--- src/rtl/mem_access.sv ---
// Memory-access stage: aligns stores, extracts loads, runs the dmem req/ack handshake
// and presents one registered writeback result per instruction.
module mem_access #(
  parameter int unsigned MAX_WAIT = 255
) (
  input  logic        clk,
  input  logic        rst,
  input  logic        in_valid,
  input  logic [31:0] alu_result,
  input  logic [31:0] rs2_w,
  input  logic        zero,
  input  logic [31:0] PC_sum,
  input  logic        mem_read,
  input  logic        mem_write,
  input  logic [2:0]  funct3,
  input  logic        branch,
  input  logic [4:0]  rd_in,
  input  logic        reg_write_in,
  output logic        stall,
  output logic        dmem_req,
  output logic        dmem_we,
  output logic [31:0] dmem_addr,
  output logic [31:0] dmem_wdata,
  output logic [3:0]  dmem_be,
  input  logic [31:0] dmem_rdata,
  input  logic        dmem_ack,
  output logic        wb_valid,
  output logic [31:0] wb_data,
  output logic [4:0]  wb_rd,
  output logic        wb_reg_write,
  output logic        pc_src,
  output logic [31:0] branch_target,
  output logic        misalign_fault,
  output logic        bus_fault
);

  typedef enum logic {IDLE, BUS} state_t;

  state_t      state, state_n;
  logic [15:0] cnt, cnt_n;
  logic        req_n, we_n, wb_valid_n, wb_rw_n, pc_src_n, mis_n, bf_n;
  logic [31:0] addr_n, wdata_n, wb_data_n, bt_n;
  logic [3:0]  be_n;
  logic [4:0]  wb_rd_n;
  // Pending-access context kept for load extraction and the writeback of the held instruction
  logic [1:0]  p_off, p_off_n;
  logic [2:0]  p_f3, p_f3_n;
  logic        p_load, p_load_n, p_rw, p_rw_n;
  logic [4:0]  p_rd, p_rd_n;

  logic        legal;
  logic [1:0]  off;
  logic [3:0]  be_st;
  logic [31:0] wd_st, shifted, ext;

  assign stall = (state == BUS);
  assign off   = alu_result[1:0];

  always_comb begin
    legal = 1'b0;
    be_st = 4'b1111;
    wd_st = rs2_w;
    unique case (funct3[1:0])
      2'b00: begin legal = 1'b1;        be_st = 4'b0001 << off; wd_st = {4{rs2_w[7:0]}};  end
      2'b01: begin legal = !off[0];     be_st = 4'b0011 << off; wd_st = {2{rs2_w[15:0]}}; end
      2'b10: begin legal = (off == 2'b00); end
      default: legal = 1'b0;
    endcase
    if (mem_write && funct3[2]) legal = 1'b0;
  end

  always_comb begin
    shifted = dmem_rdata >> {p_off, 3'b000};
    unique case (p_f3[1:0])
      2'b00:   ext = {{24{!p_f3[2] && shifted[7]}},  shifted[7:0]};
      2'b01:   ext = {{16{!p_f3[2] && shifted[15]}}, shifted[15:0]};
      default: ext = shifted;
    endcase
  end

  always_comb begin
    state_n    = state;
    cnt_n      = cnt;
    req_n      = dmem_req;
    we_n       = dmem_we;
    addr_n     = dmem_addr;
    wdata_n    = dmem_wdata;
    be_n       = dmem_be;
    wb_valid_n = 1'b0;
    wb_data_n  = wb_data;
    wb_rd_n    = wb_rd;
    wb_rw_n    = 1'b0;
    pc_src_n   = 1'b0;
    bt_n       = branch_target;
    mis_n      = 1'b0;
    bf_n       = 1'b0;
    p_off_n    = p_off;
    p_f3_n     = p_f3;
    p_load_n   = p_load;
    p_rw_n     = p_rw;
    p_rd_n     = p_rd;
    unique case (state)
      IDLE: begin
        if (in_valid) begin
          bt_n    = PC_sum;
          wb_rd_n = rd_in;
          if (!(mem_read || mem_write)) begin
            wb_valid_n = 1'b1;
            wb_data_n  = alu_result;
            wb_rw_n    = reg_write_in;
            pc_src_n   = branch && zero;
          end else if (!legal) begin
            wb_valid_n = 1'b1;
            wb_data_n  = alu_result;
            mis_n      = 1'b1;
          end else begin
            state_n  = BUS;
            cnt_n    = '0;
            req_n    = 1'b1;
            we_n     = mem_write;
            addr_n   = {alu_result[31:2], 2'b00};
            be_n     = mem_write ? be_st : 4'b0000;
            wdata_n  = mem_write ? wd_st : '0;
            p_off_n  = off;
            p_f3_n   = funct3;
            p_load_n = !mem_write;
            p_rw_n   = reg_write_in;
            p_rd_n   = rd_in;
          end
        end
      end
      BUS: begin
        // An ack arriving in the timeout cycle completes normally
        if (dmem_ack) begin
          state_n    = IDLE;
          req_n      = 1'b0;
          wb_valid_n = 1'b1;
          wb_rd_n    = p_rd;
          wb_rw_n    = p_load && p_rw;
          wb_data_n  = p_load ? ext : {dmem_addr[31:2], p_off};
        end else if (cnt == 16'(MAX_WAIT - 1)) begin
          state_n    = IDLE;
          req_n      = 1'b0;
          wb_valid_n = 1'b1;
          wb_rd_n    = p_rd;
          wb_data_n  = {dmem_addr[31:2], p_off};
          bf_n       = 1'b1;
        end else begin
          cnt_n = cnt + 16'd1;
        end
      end
      default: state_n = IDLE;
    endcase
  end

  always_ff @(posedge clk or posedge rst) begin
    if (rst) begin
      state          <= IDLE;
      cnt            <= '0;
      dmem_req       <= 1'b0;
      dmem_we        <= 1'b0;
      dmem_addr      <= '0;
      dmem_wdata     <= '0;
      dmem_be        <= '0;
      wb_valid       <= 1'b0;
      wb_data        <= '0;
      wb_rd          <= '0;
      wb_reg_write   <= 1'b0;
      pc_src         <= 1'b0;
      branch_target  <= '0;
      misalign_fault <= 1'b0;
      bus_fault      <= 1'b0;
      p_off          <= '0;
      p_f3           <= '0;
      p_load         <= 1'b0;
      p_rw           <= 1'b0;
      p_rd           <= '0;
    end else begin
      state          <= state_n;
      cnt            <= cnt_n;
      dmem_req       <= req_n;
      dmem_we        <= we_n;
      dmem_addr      <= addr_n;
      dmem_wdata     <= wdata_n;
      dmem_be        <= be_n;
      wb_valid       <= wb_valid_n;
      wb_data        <= wb_data_n;
      wb_rd          <= wb_rd_n;
      wb_reg_write   <= wb_rw_n;
      pc_src         <= pc_src_n;
      branch_target  <= bt_n;
      misalign_fault <= mis_n;
      bus_fault      <= bf_n;
      p_off          <= p_off_n;
      p_f3           <= p_f3_n;
      p_load         <= p_load_n;
      p_rw           <= p_rw_n;
      p_rd           <= p_rd_n;
    end
  end

endmodule
--- config.mk ---
export PLATFORM = sky130hd
export DESIGN_NAME = mem_access
export DESIGN_NICKNAME = d
export VERILOG_FILES = /design/src/rtl/mem_access.sv
export SDC_FILE = /design/constraint.sdc
export NUM_CORES = 1
export LEC_CHECK = 0
export ABC_AREA = 1
export CAP_MARGIN = 10
export CORE_MARGIN = 1.5
export CORE_UTILIZATION = 50
export CTS_CLUSTER_DIAMETER = 100
export DETAILED_ROUTE_END_ITERATION = 10
export PLACE_DENSITY = 0.95
export SYNTH_ARGS = -nofsm -noshare
export SYNTH_HDL_FRONTEND = slang
export SYNTH_SLANG_ARGS = --single-unit
--- constraint.sdc ---
create_clock -name clk -period 12.2 [get_ports clk]
set_input_delay 1.83 -clock clk [delete_from_list [all_inputs] [get_ports clk]]
set_output_delay 1.83 -clock clk [all_outputs]
set_load 0.01 [all_outputs]
## Word-level counts from Yosys, hierarchy flattened

Index checks and enable logic that the tools add are counted.
Widths: inputs -> output; s select.

| word-level totals | value |
|---|---|
| bits in registers | 171 |
| input bits | 145 |
| output and inout bits | 145 |

| cells by class | value |
|---|---|
| add/subtract/negate cells | 1 |
| equality and inequality tests | 11 |
| shifts and indexed selects | 3 |
| muxes and demuxes | 54 |
| bitwise gates (word level) | 1 |
| reduce and logical (&&, ||, !) cells | 18 |

Operators with widths:

| cell | count |
|---|---|
| $mux 32 | 7 |
| $pmux 32 s2 | 3 |
| $mux 16 | 5 |
| $pmux 16 s2 | 1 |
| $shr 32x5->32 | 1 |
| $mux 1 | 27 |
| $add 16x1->16 const B | 1 |
| $eq 16x8->1 const B | 1 |
| $mux 5 | 3 |
| $ne 2x2->1 const B | 5 |
| $pmux 5 s2 | 1 |
| $pmux 1 s2 | 4 |
| $pmux 4 s2 | 1 |
| $reduce_and 4->1 | 2 |
| $logic_not 2->1 | 3 |
| $logic_and 1x1->1 | 5 |
| $reduce_and 5->1 | 1 |
| $eq 2x1->1 const B | 2 |
| $mux 4 | 1 |
| $reduce_and 2->1 | 2 |
| $shl 1x2->4 const A | 1 |
| $shl 2x2->4 const A | 1 |
| $logic_not 1->1 | 3 |
| $ne 3x2->1 const B | 1 |
| other kinds (6) | 6 |

## Logic depth before layout (Yosys ltp)

Gate-level depths: netlist of run 1.

| logic depth | value |
|---|---|
| word-level depth | 7 |
| mapped depth | 12 |
| mapped depth without buffers | 10 |

## Worst setup path before layout of run 1

No wires, ideal clock.

| path | value |
|---|---|
| kind | input-to-reg |
| from | input alu_result[0] |
| to | register dmem_wdata[26] |
| data arrival time | 2.812 ns |
| data required time | 12.126 ns |
| setup slack | 9.314 ns |
| stages on the path | 9 |
| buffers on the path | 2 |
| path through | nor2_1 nand2_1 nand2_1 nand4_4 clkinv_2 nand2_1 buf_2 buf_6 o21ai_2 |

| on the way | value |
|---|---|
| word-level cells in the longest chain between the ends | 4 |
| elaborated cells between the ends (all ways) | 5 |

Ends and longest elaborated chain:

| element | RTL line | text |
|---|---|---|
| start: declaration | 9 | `input logic [31:0] alu_result,` |
| $logic_not 2->1 / $logic_not 1->1 (equally long branches) | 66, 65 |  |
| $pmux 1 s3 * | 63 | `unique case (funct3[1:0])` |
| $mux 1 * | 69 | `if (mem_write && funct3[2]) legal = 1'b0;` |
| $reduce_and 4->1 (no source line) * | - |  |
| end signal: assignment | 184 | `dmem_wdata <= wdata_n;` |
| end: declaration | 23 | `output logic [31:0] dmem_wdata,` |

Mark *: on every way between the ends. The rest lies on a longest branch, timed or not.
A chain may end at the register's enable or synchronous reset.

## Final worst setup path of run 1

| path | value |
|---|---|
| from | input funct3[1] |
| to | register dmem_wdata[7] |

| on the way | value |
|---|---|
| word-level cells in the longest chain between the ends | 4 |
| elaborated cells between the ends (all ways) | 6 |

Ends and longest elaborated chain:

| element | RTL line | text |
|---|---|---|
| start: declaration | 15 | `input logic [2:0] funct3,` |
| $eq 2x2->1 (tied with other cells) | 63 |  |
| $pmux 1 s3 * | 63 |  |
| $mux 1 * | 69 |  |
| $reduce_and 4->1 (no source line) * | - |  |

Marked as above.

==> results of run 1 <==
final cells by class:
type,instances,area [um^2]
clock buffer,19,433
sequential,171,4280
clock inverter,11,148
tap,220,275
inverter,65,250
multi-input combinational,864,3830
timing repair buffer,294,2930
antenna,1,2.50
fill,1213,4620
sequential cells by signal, summed over array words and instances (netlist names), 2 cells and up:
register / cells
wb_rd: 5
p_f3: 3
p_off: 2
cnt: 16
dmem_addr: 30
dmem_be: 4
branch_target: 32
p_rd: 5
wb_data: 32
dmem_wdata: 32
synthesized netlist by cell type (3+ instances only):
library cell  count  area (um^2)
nor3_1            7         35.0
nand2_2           3         18.8
o21ai_0          84          420
a21oi_1          47          235
clkbuf_1         38          143
nand3_1          94          470
buf_4             3         22.5
nand2_1         512         1920
inv_1            58          218
nor2_1           59          221
buf_2            20          100
dfrtp_1         171         4280
mux2i_1           5         50.1
o221ai_1          3         26.3
xor2_1           11         96.3
o21ai_2          20          175
inv_2             5         18.8
kinds of logic after synthesis:
logic type,Yosys count
multiplexers,5
AO/OA/AOI/OAI,163
flip-flops,171
other,1
AND/OR/NAND/NOR,680
buffers and inverters,130
adder cells (fa/ha/maj),2
XOR/XNOR,12
worst reg2reg max path: cells and delay by family, from the launching register on:
| family | cells | cell delay (ns) |
|---|---|---|
| buffers and inverters | 4 | 2.13 |
| and+or+nand+nor | 3 | 0.63 |
| DFF | 1 | 0.56 |
| AOI/OAI and AO/OA | 1 | 0.19 |
power by group through the flow:
stage               combinational (mW)  clock (mW)  sequential (mW)
floorplan                        0.275           0            0.805
global placement                 0.640           0            0.780
detailed placement               0.661           0            0.782
CTS                              0.666       0.553            0.775
global route                     0.723       0.578            0.790
finish                           0.668       0.548            0.777
worst max path at each step:
stage                   start  cells past startpoint  slack, ns                to
floorplan                 rst                      1       5.74  branch_target[0]
global placement    funct3[1]                     10       7.00        dmem_be[2]
detailed placement  funct3[1]                     10       6.94        dmem_be[2]
CTS                 funct3[1]                     10       7.35     dmem_wdata[7]
global route        funct3[1]                     10       7.02        dmem_be[1]
finish              funct3[1]                     10       7.25     dmem_wdata[7]
layer usage:
metal | vias up | part of all wire
met5 | - | 0
met4 | 0 | 0.049
met3 | 97 | 0.095
met2 | 557 | 0.48
met1 | 4267 | 0.37
li1 | 4183 | -
placed cells by master (no fill, tap or decap), drive strengths merged:
master,n
nand2,515
clkdlybuf4s50,287
dfrtp,171
o21ai,105
nand3,94
inv,64
nor2,61
a21oi,47
clkbuf,19
xor2,11
clkinv,8
nor3,7
buf,7
mux2i,5
o221ai,3
bufinv,3
a211oi,2
o21a,2
ha,2
conb,2
nand4,2
diode,1
xnor2,1
o31ai,1
a22oi,1
o22ai,1
or2,1
o211ai,1
clkinvlp,1
==> metrics.md, run 1 <==
| Metric | Value |
|---|---|
| Period Utilization, post-route | 0.405 |
| Mapped cell area | 0.00864 mm^2 |
| Routability Congestion | 0.899 |
| Crit path kind | in -> reg |
| Synth Area in Simple Gates | 0.315 |
| CP Buf/Inv Count | 5 |
| Proportion of layout cells with a drive suffix above 1 | 0.0485 |
| Final hold vios | 0 |
| Clock skew | 0.00879 ns |
| Final setup vio count | 0 |
| WP data arrival | 5.23 ns |
| Mean routed wirelength per cell | 17.2 um |
| Worst Hold Endpoint | branch_target[5] |
| Worst path most repeated cell | nand2_1 |
| Post-synth EDFFs | 0 |
| Reg-to-reg startpoint | stall |
| TNS Setup | 0 ns |
| Worst reg-to-reg setup slack | 8.56 ns |
| Die Y-Extent | 134 um |
| Die ar. | 0.0181 mm^2 |
| DP HPWL | 20000 um |
| Final slew viol count | 0 |
| First-pass GRT wire length | 44700 um |
| Worst Setup End Kind | flip-flop |
| Met3 Use GR | 0.0758 |
| Critical path launch point type | primary input |
| XOR/XNOR Fraction of Synth Area | 0.0122 |
| Nets | 1560 |
| DRC | 0 |
| Placed cell area | 0.0116 mm^2 |
| Switching share of power | 0.336 |
| Die W | 134 um |
| Crit path max-delay cell type | clkinv_2 |
| Vias per inst | 5.53 |
| Drt pass-1 iters | 6 |
| Port bufs | 287 |
| ANT nets after route | 0 |
| Post-Route WL | 28400 um |
| Final Core Density | 0.724 |
| Core area | 0.0168 mm^2 |
| Gr usage total | 0.317 |
| Area growth from synthesis to layout | 40.5% |
| Largest net degree at the start of global routing | 90 |
| P_leak | 5.79 nW |
| Worst-case reg-to-reg path depth | 8 |
| Post-CTS sizing | 0 |
| # rows | 47 |
| Slowest stage delay, CP | 0.83 ns |
| Main synth FF type | dfrtp_1 |
| Max Root-Sink Buffers | 2 |
| Starting DRT DRC Count | 1036 |
| TritonCTS clock tree | done |
| Overflow after GRT | 0 |
| Comb pwr share | 0.335 |
| Pwr Density | 164 mW/mm^2 |
| Status | finished, final reports clean |
| CP Max Fanout | 64 |
| Pint | 1.32 mW |
| Worst hold path stage count | 2 |
| Final hold slack | 0.469 ns |
| Worst-skew pair later-pin latency | 0.43 ns |
| Setup Buffers After CTS | 0 |
| Multiplexer share of the synthesized area | 0.00579 |
| Switching power | 669 uW |
| Crit path time final | 4.95 ns |
| Clk slew on worst S/H paths | 0.07 ns |
| M1 GR Usage | 0.393 |
| Adder-cell share of the synthesized area | 0.00290 |
| Compound-cell area share of the yosys netlist | 0.107 |
| Slew @ Worst Pin | 1.04 ns |
| Via count | 9104 |
| Worst reg2reg path endpoint | dmem_wdata[7] |
| Worst vdd ir | 0.102 mV |
| Min-delay worst type | reg -> reg |
| Slew headroom | 0.309 |
| Critical path cell sequence | clkdlybuf4s50_1 -> inv_2 -> nand2_1 -> nand2_1 -> nand4_4 -> buf_4 -> clkinv_2 -> nand2_1 -> buf_4 -> o21ai_0 |
| Tot Pwr | 1.99 mW |
| Post-Place Setup Slack | 6.94 ns |
| FFs w/ async S/R, synth | 1.00 |
| Post-synthesis sequential area ratio | 0.495 |
| FF+latch count, synth | 171 |
| Mapped Avg Cell Area | 7.43 um^2 |
| H-tree depth | 4 |
| Total CTS buffers | 17 |
| Vias in the first global route | 8820 |
| Global routing's busiest layer | met2 |
| CP top delay family | buffers and inverters |
| Initial core utilization | 0.516 |
| CTS root buf | clkbuf_16 |
| Non-Filler Cell Area, Final | 0.0121 mm^2 |
| Initial antenna violation count | 1 |
| Synth Instances | 1164 |
| Synth warnings | 0 |
| RSZ-0062 raised after global routing | false |
| Netlist cell types | 36 |
| Dpl cells | 1614 |
| Hold buffers post-CTS | 0 |
| Sink Count | 171 |
| HP Start | branch_target[5] |
| Fmax | 202 MHz |
| Critical path data required time | 12.49 ns |
| Number of max-cap violations | 0 |
| Largest family of logic cells by synthesized area | simple AND/OR/NAND/NOR gates |
| Met2 Usage GRT | 0.520 |
| Clock power share | 0.275 |
| Seq pwr share | 0.390 |
| I/O pin count | 290 |
| Final Non-Filler Cells | 1645 |
| Setup slack after layout | 7.25 ns |
No activity file was read; power rests on OpenSTA's default activity.
==> run 2: changes to the inputs <==
- CORE_UTILIZATION: 50 -> 46
- PLACE_DENSITY: 0.95 -> 0.89
- clock period: 12.2 -> 5 ns (I/O delays scaled with it)
==> metrics.md, run 2 (synthesis gave the netlist of run 1 again) <==
| Metric | Value |
|---|---|
| Clock skew | 0.0140 ns |
| Slew @ Worst Pin | 0.956 ns |
| Area growth from synthesis to layout | 40.4% |
| Slowest stage delay, CP | 1.00 ns |
| H-tree depth | 4 |
| Initial antenna violation count | 1 |
| Commonest non-fill, non-tap cell in the layout | nand2_1 |
| ANT nets after route | 0 |
| Placed cell area | 0.0116 mm^2 |
| CP Depth | 5 |
| Period Utilization, post-route | 0.629 |
| Final hold slack | 0.473 ns |
| Starting DRT DRC Count | 752 |
| Most frequent cells in the layout | nand2_1, clkdlybuf4s50_1, dfrtp_1 |
| Sink Count | 171 |
| Setup Buffers After CTS | 0 |
| RSZ-0062 raised after global routing | false |
| Fmax | 318 MHz |
| Via count | 8775 |
| Max Root-Sink Buffers | 2 |
| Routability Congestion | 0.890 |
| Slew headroom | 0.359 |
| Multi-input logic area | 0.00383 mm^2 |
| Critical path data required time | 5.31 ns |
| Non-Filler Cell Area, Final | 0.0121 mm^2 |
| Vias per inst | 5.30 |
| Overflow after GRT | 0 |
| Hold buffers post-CTS | 0 |
| Number of max-cap violations | 0 |
| Final slew viol count | 0 |
| Worst vdd ir | 0.267 mV |
| Post-CTS sizing | 0 |
| CP Buf/Inv Count | 3 |
| Total CTS buffers | 17 |
| Gr usage total | 0.282 |
| # rows | 49 |
| P_leak | 5.76 nW |
| Die ar. | 0.0196 mm^2 |
| FF+latch area | 0.00428 mm^2 |
| Critical path launch point type | primary input |
| TNS Setup | 0 ns |
| First-pass GRT wire length | 43500 um |
| Initial core utilization | 0.475 |
| Largest regs | branch_target (32), dmem_wdata (32), wb_data (32) |
| Largest net degree at the start of global routing | 172 |
| Worst-skew pair later-pin latency | 0.43 ns |
| Status | finished, final reports clean |
| Mean routed wirelength per cell | 16.7 um |
| DRC | 0 |
| Post-Route WL | 27700 um |
| Worst hold path stage count | 2 |
| Final Non-Filler Cells | 1656 |
| Worst Setup End Kind | flip-flop |
| Min-delay worst type | reg -> reg |
| Proportion of layout cells with a drive suffix above 1 | 0.0491 |
| Worst-case reg-to-reg path depth | 9 |
| TritonCTS clock tree | done |
| Crit path max-delay cell type | clkinv_1 |
| Vias in the first global route | 8391 |
| Drt pass-1 iters | 7 |
| Core area | 0.0182 mm^2 |
| Filler cells | 1480 |
| CP top delay family | buffers and inverters |
| Clk slew on worst S/H paths | 0.07 ns |
| Final setup vio count | 0 |
| DP HPWL | 19700 um |
| WP data arrival | 3.45 ns |
| CP Max Fanout | 35 |
| Dpl cells | 1623 |
| Crit path time final | 3.15 ns |
| CTS root buf | clkbuf_16 |
| Nets | 1560 |
| Pwr Density | 393 mW/mm^2 |
| Die W | 140 um |
| Crit path kind | in -> reg |
| Final hold vios | 0 |
| Port bufs | 287 |
| Critical path cell sequence | clkdlybuf4s50_1 -> inv_1 -> nor2_4 -> clkinv_1 -> o31ai_1 |
| Die Y-Extent | 140 um |
| I/O pin count | 290 |
==> run 2: stage by stage <==
stage,util,power (mW),worst slack [ns]
2_1_floorplan,-,2.64,2.07
3_3_place_gp,0.636,3.47,1.46
3_5_place_dp,0.636,3.51,1.37
4_1_cts,0.666,4.78,1.81
5_1_grt,0.666,5.01,1.49
6_report,0.666,4.77,1.85
==> run 2: report_power, final <==
part	leakage (nW)	internal [mW]	switching [mW]	total, mW
Sequential	2.16	1.67	0.213	1.88
Clock	0.258	0.691	0.575	1.27
Combinational	3.34	0.781	0.842	1.62
Total	5.76	3.14	1.63	4.77
==> run 2: per-layer routing <==
| layer | GRT usage | wire (um) | vias to the layer above |
|---|---|---|---|
| met5 | 0 | 0 | - |
| met4 | 0.130 | 1090 | 0 |
| met3 | 0.0749 | 2410 | 68 |
| met2 | 0.455 | 13200 | 401 |
| met1 | 0.357 | 11000 | 4116 |
| li1 | - | - | 4190 |
==> run 2: layout make-up <==
cell class,count,area share
Clock inverter,12,0.00938
Antenna cell,1,0.000206
Clock buffer,20,0.0360
Inverter,65,0.0205
Multi-Input combinational cell,864,0.315
Sequential cell,171,0.353
Tap cell,229,0.0236
Timing Repair Buffer,294,0.242
==> run 2: worst reg2reg max path, cell delays in order, from the launching register on <==
cell	delay [ns]
dfrtp_1	0.86
inv_2	0.47
nand2_1	0.20
nand3_1	0.12
nand3_1	0.63
nand3_1	0.24
nand2_1	0.13
nand2_1	0.06
nand2_1	0.07
nand2_1	0.07
==> run 2: final timing paths <==
check	from	to	slack, ns
worst min register to register	branch_target[24]	branch_target[24]	0.47
max in group asynchronous	rst	wb_data[23]	3.37
min in group asynchronous	rst	wb_rd[1]	0.91
worst max-delay path	in_valid	wb_reg_write	1.85
worst max register to register	p_off[0]	wb_data[8]	2.04
worst min-delay path	branch_target[24]	branch_target[24]	0.47
==> run 3: changes to the inputs <==
- clock period: 5 -> 3.3 ns (I/O delays scaled with it)
==> metrics.md, run 3 (synthesis gave the netlist of run 1 again) <==
| Metric | Value |
|---|---|
| Non-Filler Cell Area, Final | 0.0122 mm^2 |
| Beginning of the critical path | p_off[1] |
| Port bufs | 287 |
| Final slew viol count | 0 |
| Filler cells | 1500 |
| Final hold vios | 0 |
| Via count | 9031 |
| Final setup vio count | 0 |
| Hold buffers post-CTS | 0 |
| Pint | 4.77 mW |
| I/O pin count | 290 |
| Number of max-cap violations | 0 |
| Status | finished, final reports clean |
| Setup Buffers After CTS | 0 |
| Routability Congestion | 0.895 |
| ANT nets after route | 0 |
| Critical path launch point type | flip-flop |
| Final Core Density | 0.672 |
| Comb pwr share | 0.343 |
| CTS root buf | clkbuf_16 |
| Mean routed wirelength per cell | 17.1 um |
| First-pass GRT wire length | 45900 um |
| Pwr Density | 597 mW/mm^2 |
| Period Utilization, post-route | 0.756 |
| Placed cell area | 0.0117 mm^2 |
| Max Root-Sink Buffers | 2 |
| Clock skew | 0.0114 ns |
| Core area | 0.0182 mm^2 |
| Worst vdd ir | 0.428 mV |
| Min-delay worst type | in -> async |
| Reg-to-reg startpoint | p_off[1] |
| Met2 routed WL | 13400 um |
| Seq pwr share | 0.388 |
| TNS Setup | 0 ns |
| Most frequent cells in the layout | nand2_1, clkdlybuf4s50_1, dfrtp_1 |
| Gr usage total | 0.296 |
| TritonCTS clock tree | done |
| Critical path data required time | 3.67 ns |
| Switching power | 2.53 mW |
| FF+latch area | 0.00428 mm^2 |
| Crit path time final | 2.49 ns |
| Sink Count | 171 |
| Slew headroom | 0.435 |
| Worst Setup End Kind | flip-flop |
| Crit path kind | reg -> reg |
| Total CTS buffers | 17 |
| Initial core utilization | 0.475 |
| Metal3 WL | 2610 um |
| Switching share of power | 0.347 |
| Die Y-Extent | 140 um |
| Commonest non-fill, non-tap cell in the layout | nand2_1 |
| CP Max Fanout | 24 |
| RSZ-0062 raised after global routing | false |
| Initial antenna violation count | 1 |
| Overflow after GRT | 0 |
| Starting DRT DRC Count | 805 |
| Area growth from synthesis to layout | 41.6% |
| Proportion of layout cells with a drive suffix above 1 | 0.0578 |
| Worst-skew pair later-pin latency | 0.44 ns |
| H-tree depth | 4 |
| Vias in the first global route | 8762 |
| DRC | 0 |
| Antenna Diode Count | 0 |
| Metal1 wirelength | 11300 um |
| Slew @ Worst Pin | 0.845 ns |
| WP data arrival | 2.86 ns |
| Multi-input logic area | 0.00383 mm^2 |
| Die W | 140 um |
| Drt pass-1 iters | 7 |
| # rows | 49 |
| Nets | 1570 |
| Clk slew on worst S/H paths | 0.07 ns |
| Fmax | 401 MHz |
| P_leak | 5.84 nW |
| DP HPWL | 20500 um |
| Largest net degree at the start of global routing | 74 |
| Top layer in use | met5 |
| Vias per inst | 5.42 |
| Post-CTS sizing | 0 |
| Die ar. | 0.0196 mm^2 |
| Post-Route WL | 28400 um |
| Largest regs | branch_target (32), dmem_wdata (32), wb_data (32) |
| Clock power share | 0.269 |
[run 3: cell count changes in the layout (fill, tap and decap cells not counted), moves of 2 or more]
cell        change
clkinvlp_4      -3
clkinv_4        +2
clkbuf_8        +3
clkbuf_1        -3
inv_6           +2
buf_4           +9
[run 3: area by class of cell]
| cell class | count | area share |
|---|---|---|
| Multi-Input combinational cell | 864 | 0.313 |
| Inverter | 65 | 0.0203 |
| Sequential cell | 171 | 0.350 |
| Timing Repair Buffer | 304 | 0.247 |
| Tap cell | 229 | 0.0234 |
| Clock inverter | 12 | 0.00838 |
| Clock buffer | 20 | 0.0381 |
[run 3: per-layer routing]
metal | vias up | track usage
li1 | 4214 | -
met1 | 4269 | 0.374
met2 | 475 | 0.477
met3 | 71 | 0.0817
met4 | 2 | 0.130
met5 | - | 0
[run 3: critical path, cell delays in order, from the launching register on]
cell	delay, ns
dfrtp_1	0.71
inv_2	0.23
nand3_1	0.17
nand3_1	0.61
nand3_1	0.41
nand2_1	0.08
nand2_1	0.07
nand2_1	0.05
nand2_1	0.09
[run 3: power by group through the flow]
stage | Sequential, mW | Clock, mW | Combinational, mW
final | 2.84 | 1.96 | 2.51
after floorplan | 2.98 | 0 | 1.02
after CTS | 2.83 | 1.98 | 2.51
after detailed placement | 2.86 | 0 | 2.49
after global routing | 2.88 | 2.08 | 2.73
after global placement | 2.85 | 0 | 2.43
[run 3: path summary, 6_finish.rpt]
path	to	cells past startpoint	slack (ns)
setup / recovery	wb_data[31]	8	0.81
hold / removal	p_rd[4]	2	0.34
setup reg to reg	wb_data[31]	8	0.81
hold reg to reg	branch_target[24]	2	0.47
max in group asynchronous	dmem_addr[17]	3	2.25
min in group clk	branch_target[24]	2	0.47
[run 3: stage by stage]
stage / total power, mW / instances / setup WS [ns] / hold WS [ns]
after global placement: 5.29 / 1633 / 0.506 / 0.453
final: 7.31 / 1665 / 0.805 / 0.343
after global routing: 7.69 / 1665 / 0.603 / 0.356
after detailed placement: 5.35 / 1633 / 0.423 / 0.457
after floorplan: 3.99 / 1165 / 0.622 / 0.449
after CTS: 7.32 / 1665 / 0.879 / 0.338
